--- src/rtl/udiv16_8_if.sv ---
// Handshake/result bundle for the udiv16_8 sequential divider.
//   start     : request pulse, honoured only while the divider is not busy
//   dividend  : N-bit unsigned dividend, sampled on the accepting edge
//   divisor   : D-bit unsigned divisor, sampled on the accepting edge
//   busy      : operation in progress
//   done      : one-cycle completion pulse
//   quotient  : N-bit quotient of the last completed operation
//   remainder : D-bit remainder of the last completed operation
//   dbz       : last completed operation had a zero divisor
interface udiv16_8_if #(
    parameter int unsigned N = 16,
    parameter int unsigned D = 8
);
    logic         start;
    logic [N-1:0] dividend;
    logic [D-1:0] divisor;
    logic         busy;
    logic         done;
    logic [N-1:0] quotient;
    logic [D-1:0] remainder;
    logic         dbz;

    // Requester side: issues operands, observes status and results.
    modport master (
        output start, dividend, divisor,
        input  busy, done, quotient, remainder, dbz
    );

    // Divider side.
    modport slave (
        input  start, dividend, divisor,
        output busy, done, quotient, remainder, dbz
    );
endinterface

--- src/rtl/udiv16_8.sv ---
// Sequential unsigned restoring divider, one quotient bit per clock.
// Companion to the 8x8 MPY8 multiplier.
//   clk : rising-edge clock
//   rst : synchronous active-high reset
//   bus : udiv16_8_if slave modport (start/dividend/divisor in,
//         busy/done/quotient/remainder/dbz out, all outputs registered)
// Latency is fixed: start accepted at edge t0, done visible after t0+N.
// N must be >= D.
module udiv16_8 #(
    parameter int unsigned N = 16,
    parameter int unsigned D = 8
) (
    input  logic          clk,
    input  logic          rst,
    udiv16_8_if.slave     bus
);
    localparam int unsigned CW = (N > 1) ? $clog2(N) : 1;

    typedef enum logic [1:0] {IDLE, CALC, DONE} state_t;

    state_t        state_q, state_d;
    logic [D-1:0]  rem_q, rem_d;     // partial remainder (always < divisor when divisor != 0)
    logic [N-1:0]  dvd_q, dvd_d;     // dividend shifting out, quotient shifting in
    logic [D-1:0]  dvs_q, dvs_d;
    logic [CW-1:0] cnt_q, cnt_d;
    logic          busy_q, busy_d;
    logic          done_q, done_d;
    logic [N-1:0]  quo_q, quo_d;
    logic [D-1:0]  rmd_q, rmd_d;
    logic          dbz_q, dbz_d;

    // D+1-bit shifted partial remainder and its trial subtraction; the
    // extra top bit of trial is the borrow.
    logic [D:0]    rem_shift;
    logic [D+1:0]  trial;

    assign rem_shift = {rem_q, dvd_q[N-1]};
    assign trial     = {1'b0, rem_shift} - {2'b00, dvs_q};

    // Next-state and datapath.
    // With a zero divisor the trial never borrows, so the quotient fills
    // with ones and the remainder ends up holding dividend[D-1:0], which is
    // exactly the required divide-by-zero result.
    always_comb begin
        state_d = state_q;
        rem_d   = rem_q;
        dvd_d   = dvd_q;
        dvs_d   = dvs_q;
        cnt_d   = cnt_q;
        quo_d   = quo_q;
        rmd_d   = rmd_q;
        dbz_d   = dbz_q;

        case (state_q)
            IDLE, DONE: begin
                if (bus.start) begin
                    dvd_d   = bus.dividend;
                    dvs_d   = bus.divisor;
                    rem_d   = '0;
                    cnt_d   = CW'(N - 1);
                    state_d = CALC;
                end else begin
                    state_d = IDLE;
                end
            end
            CALC: begin
                if (trial[D+1]) begin
                    rem_d = rem_shift[D-1:0];
                    dvd_d = {dvd_q[N-2:0], 1'b0};
                end else begin
                    rem_d = trial[D-1:0];
                    dvd_d = {dvd_q[N-2:0], 1'b1};
                end
                if (cnt_q == '0) begin
                    state_d = DONE;
                    quo_d   = dvd_d;
                    rmd_d   = rem_d;
                    dbz_d   = (dvs_q == '0);
                end else begin
                    cnt_d = cnt_q - CW'(1);
                end
            end
            default: state_d = IDLE;
        endcase

        busy_d = (state_d == CALC);
        done_d = (state_d == DONE);
    end

    // State and datapath registers.
    always_ff @(posedge clk) begin
        if (rst) begin
            state_q <= IDLE;
            rem_q   <= '0;
            dvd_q   <= '0;
            dvs_q   <= '0;
            cnt_q   <= '0;
            busy_q  <= 1'b0;
            done_q  <= 1'b0;
            quo_q   <= '0;
            rmd_q   <= '0;
            dbz_q   <= 1'b0;
        end else begin
            state_q <= state_d;
            rem_q   <= rem_d;
            dvd_q   <= dvd_d;
            dvs_q   <= dvs_d;
            cnt_q   <= cnt_d;
            busy_q  <= busy_d;
            done_q  <= done_d;
            quo_q   <= quo_d;
            rmd_q   <= rmd_d;
            dbz_q   <= dbz_d;
        end
    end

    assign bus.busy      = busy_q;
    assign bus.done      = done_q;
    assign bus.quotient  = quo_q;
    assign bus.remainder = rmd_q;
    assign bus.dbz       = dbz_q;
endmodule

--- src/flat_wrapper.sv ---
// flat-port wrapper written by rule: the top's interface ports become plain ports
module udiv16_8_flat 
#(
    parameter int unsigned N = 16,
    parameter int unsigned D = 8
)
  (clk, rst, bus_start, bus_dividend, bus_divisor, bus_busy, bus_done, bus_quotient, bus_remainder, bus_dbz);
  udiv16_8_if #(.N(N), .D(D)) bus_i ();
  input  logic clk;
  input  logic rst;
  input wire logic [$bits(bus_i.start)-1:0] bus_start;
  input wire logic [$bits(bus_i.dividend)-1:0] bus_dividend;
  input wire logic [$bits(bus_i.divisor)-1:0] bus_divisor;
  output wire logic [$bits(bus_i.busy)-1:0] bus_busy;
  output wire logic [$bits(bus_i.done)-1:0] bus_done;
  output wire logic [$bits(bus_i.quotient)-1:0] bus_quotient;
  output wire logic [$bits(bus_i.remainder)-1:0] bus_remainder;
  output wire logic [$bits(bus_i.dbz)-1:0] bus_dbz;
  assign bus_i.start = bus_start;
  assign bus_i.dividend = bus_dividend;
  assign bus_i.divisor = bus_divisor;
  assign bus_busy = bus_i.busy;
  assign bus_done = bus_i.done;
  assign bus_quotient = bus_i.quotient;
  assign bus_remainder = bus_i.remainder;
  assign bus_dbz = bus_i.dbz;
  udiv16_8 #(.N(N), .D(D)) u_core (.clk(clk), .rst(rst), .bus(bus_i));
endmodule
--- config.mk ---
export PLATFORM = sky130hd
export DESIGN_NAME = udiv16_8_flat
export DESIGN_NICKNAME = d
export VERILOG_FILES = /design/src/rtl/udiv16_8_if.sv /design/src/rtl/udiv16_8.sv /design/src/flat_wrapper.sv
export SDC_FILE = /design/constraint.sdc
export NUM_CORES = 1
export LEC_CHECK = 0
export CAP_MARGIN = 40
export CELL_PAD_IN_SITES_DETAIL_PLACEMENT = 0
export CELL_PAD_IN_SITES_GLOBAL_PLACEMENT = 1
export CORE_MARGIN = 10
export CORE_UTILIZATION = 41
export CTS_BUF_LIST = sky130_fd_sc_hd__clkbuf_16
export DETAILED_ROUTE_END_ITERATION = 12
export HOLD_SLACK_MARGIN = 0.02
export PLACE_DENSITY = 0.81
export SLEW_MARGIN = 10
export SYNTH_ARGS = -nofsm -noshare
export SYNTH_HDL_FRONTEND = slang
export SYNTH_SLANG_ARGS = --single-unit
--- constraint.sdc ---
create_clock -name clk -period 3.3 [get_ports clk]
set_input_delay 0.66 -clock clk [delete_from_list [all_inputs] [get_ports clk]]
set_output_delay 0.66 -clock clk [all_outputs]
set_load 0.01 [all_outputs]
==> flow_summary.toml <==
[timing]
fmaxAchievable_mhz = 416
skew_ps = 5.75
post-route-period-util_pct = 72.8
worst_slew_pin_slew_ps = 632
relSlewSlack_pct = 57.9
min_period_ps = 2400
setup_viol = 0
rsz0062_at_grt = "no"
setup_tns_ps = 0
hold_viol = 0
slew_viol_final = 0

[clocking]
cts.sinks = 65
numCtsBuffers = 9
postCtsSetupBuffers = 0
h-tree-depth = 3
clkTransAtPathRegs_ps = 50
clockBufferDepth = 2
cts_tree = "yes"
insertion_delay_ps = 320
cts_resized = 0
postCtsHoldBufs = 0
cts_root_buffer = "clkbuf_16"

[hold_path]
holdCritPathClass = "reg2reg"
hold_depth = 2

[routing]
drt-wirelength-per-cell_um = 14.4
first_iter_violations = 124
drt_wl_total_um = 7420
firstDrtPassIters = 4
drc_errors = 0
route.antenna.remaining_nets = 0
vias_per_cell = 5.15
vias = 2661

[global_route]
antenna_found_initial = 0
grt-ovfl-total = 0
grt_max_degree = 60
grt.total_usage_pct = 13.5
grt_pass1_vias = 2533
grt_pass1_wl_um = 12500

[synthesis]
synthesis.nets = 408
yosysSeqAreaShare_pct = 43.9
syn_area_um2 = 2960
netlist-cell-type-count = 45
synth_cells = 371
synthFlopType = "dfxtp_1"
avgSynthCellArea_um2 = 7.99
ys_seq_elements = 65
async_flop_share_pct = 0
synth_edf_count = 0
ys_warn_count = 0

[finish]
n_antenna_cell = 0
layout-drive-gt1-share_pct = 7.13
final_common_cell = "nand2_1"
layout_common_cells = "nand2_1 (94), dfxtp_1 (65), clkdlybuf4s50_1 (52), nor2_1 (35), a21oi_1 (32)"
area_growth_pct = 30.1
fin_nets = 454

[place]
dp_hpwl_um = 5270
port_buffers = 53
gp_congestion = 0.789

[setup_path]
arrival_ps = 2580
path_class = "reg2reg"
cp-start-kind = "flop"
ff2ff_path_depth = 7
crit_required_ps = 3480
critPathMaxFanout = 10
crit_path_end_kind = "flop"

[floorplanning]
core_area_um2 = 6910
ios = 54
die_w_um = 105
dieArea_um2 = 11000
start_util_pct = 42.9
die_y_um = 105
num_rows = 30

[power_and_ir_drop]
power.leakage_uw = 0.00144
totalPowerFinal_uw = 2400
power_density_nw_per_um2 = 622
irDropWorstVdd_uv = 327

[job]
drv_cap = 0

[status]
status = "complete, no violations"
## synthesized netlist by cell type (2+ instances only)
cell / instances / area [µm²]
a311oi_1: 16 / 140
inv_1: 15 / 56.3
nor2_1: 36 / 135
a31oi_1: 3 / 18.8
a21oi_1: 32 / 160
nand2b_1: 4 / 25.0
xor2_1: 3 / 26.3
nor4_1: 4 / 25.0
dfxtp_1: 65 / 1300
or2_1: 2 / 12.5
nor2b_1: 2 / 12.5
o21ai_1: 8 / 40.0
nand2_1: 94 / 353
nand3_1: 5 / 25.0
nor3_1: 4 / 20.0
ha_1: 9 / 113
a211oi_1: 11 / 82.6
o21ai_0: 3 / 15.0
nor3b_1: 3 / 22.5
buf_4: 3 / 22.5
buf_2: 2 / 10.0
clkbuf_1: 17 / 63.8
buf_1: 4 / 15.0
mux2i_1: 5 / 50.1
## worst max-delay path, stage by stage, from the launching register on
cell and delay [ps]:
dfxtp_1 350, inv_1 50, ha_1 480, nand4_2 170
a2111oi_4 350, or2_1 450, mux2i_1 300, a211oi_1 100
## worst paths after layout
path / startpoint / to / slack, ps
min reg2reg: u_core.bus.quotient[3] / u_core.bus.quotient[3] / 450
max: u_core.dvs_q[6] / u_core.bus.remainder[1] / 900
min: u_core.bus.quotient[3] / u_core.bus.quotient[3] / 450
max reg2reg: u_core.dvs_q[6] / u_core.bus.remainder[1] / 900
## per-stage QoR
stage	instance area, µm²	worst slack [ps]	hold slack (ps)	instances	util [%]
after global placement	3540	857	443	499	51.2
final	3860	898	451	517	55.9
after CTS	3860	912	454	517	55.9
after global routing	3860	666	462	517	55.9
after floorplan	2960	1360	437	371	-
after detailed placement	3570	945	446	502	51.7
## sequential cells by signal, summed over array words and instances, names as in the netlist
register	cells
u_core.rem_q	8
u_core.cnt_q	4
u_core.bus.dbz	1
u_core.bus.remainder	8
u_core.state_q	2
u_core.bus.quotient	16
u_core.bus.done	1
u_core.dvs_q	8
u_core.dvd_q	16
u_core.bus.busy	1
## report_power, final
group | total, µW | leakage (µW) | switching [µW] | internal (µW)
Combinational | 590 | 0.000769 | 336 | 254
Clock | 904 | 0.000137 | 330 | 575
Sequential | 904 | 0.000531 | 50.6 | 854
## layout make-up
cell class | instances | area, µm²
fillers | 662 | 3050
clock inverters | 6 | 60.1
well taps | 96 | 120
clock buffers | 9 | 225
repair buffers | 62 | 606
multi-input cells | 264 | 1490
flip-flops and latches | 65 | 1300
inverters | 15 | 56.3
## metal layers
metal	vias to the layer above	global-route usage, %	share of wire, %	routed length, µm
li1	1379	-	-	-
met1	1228	17.1	48	3580
met2	50	21.4	47	3470
met3	4	4.30	4.4	328
met4	0	3.82	0.71	53
met5	-	0	0	0
## cell families after synthesis
| group | share of synthesized area [%] |
|---|---|
| fa+ha+maj | 4.47 |
| flops | 43.9 |
| buf+inv | 6.04 |
| xor+xnor | 1.18 |
| mux | 1.69 |
| compound gates | 19.8 |
| simple gates | 23.0 |
(Power assumes the default switching activity.)
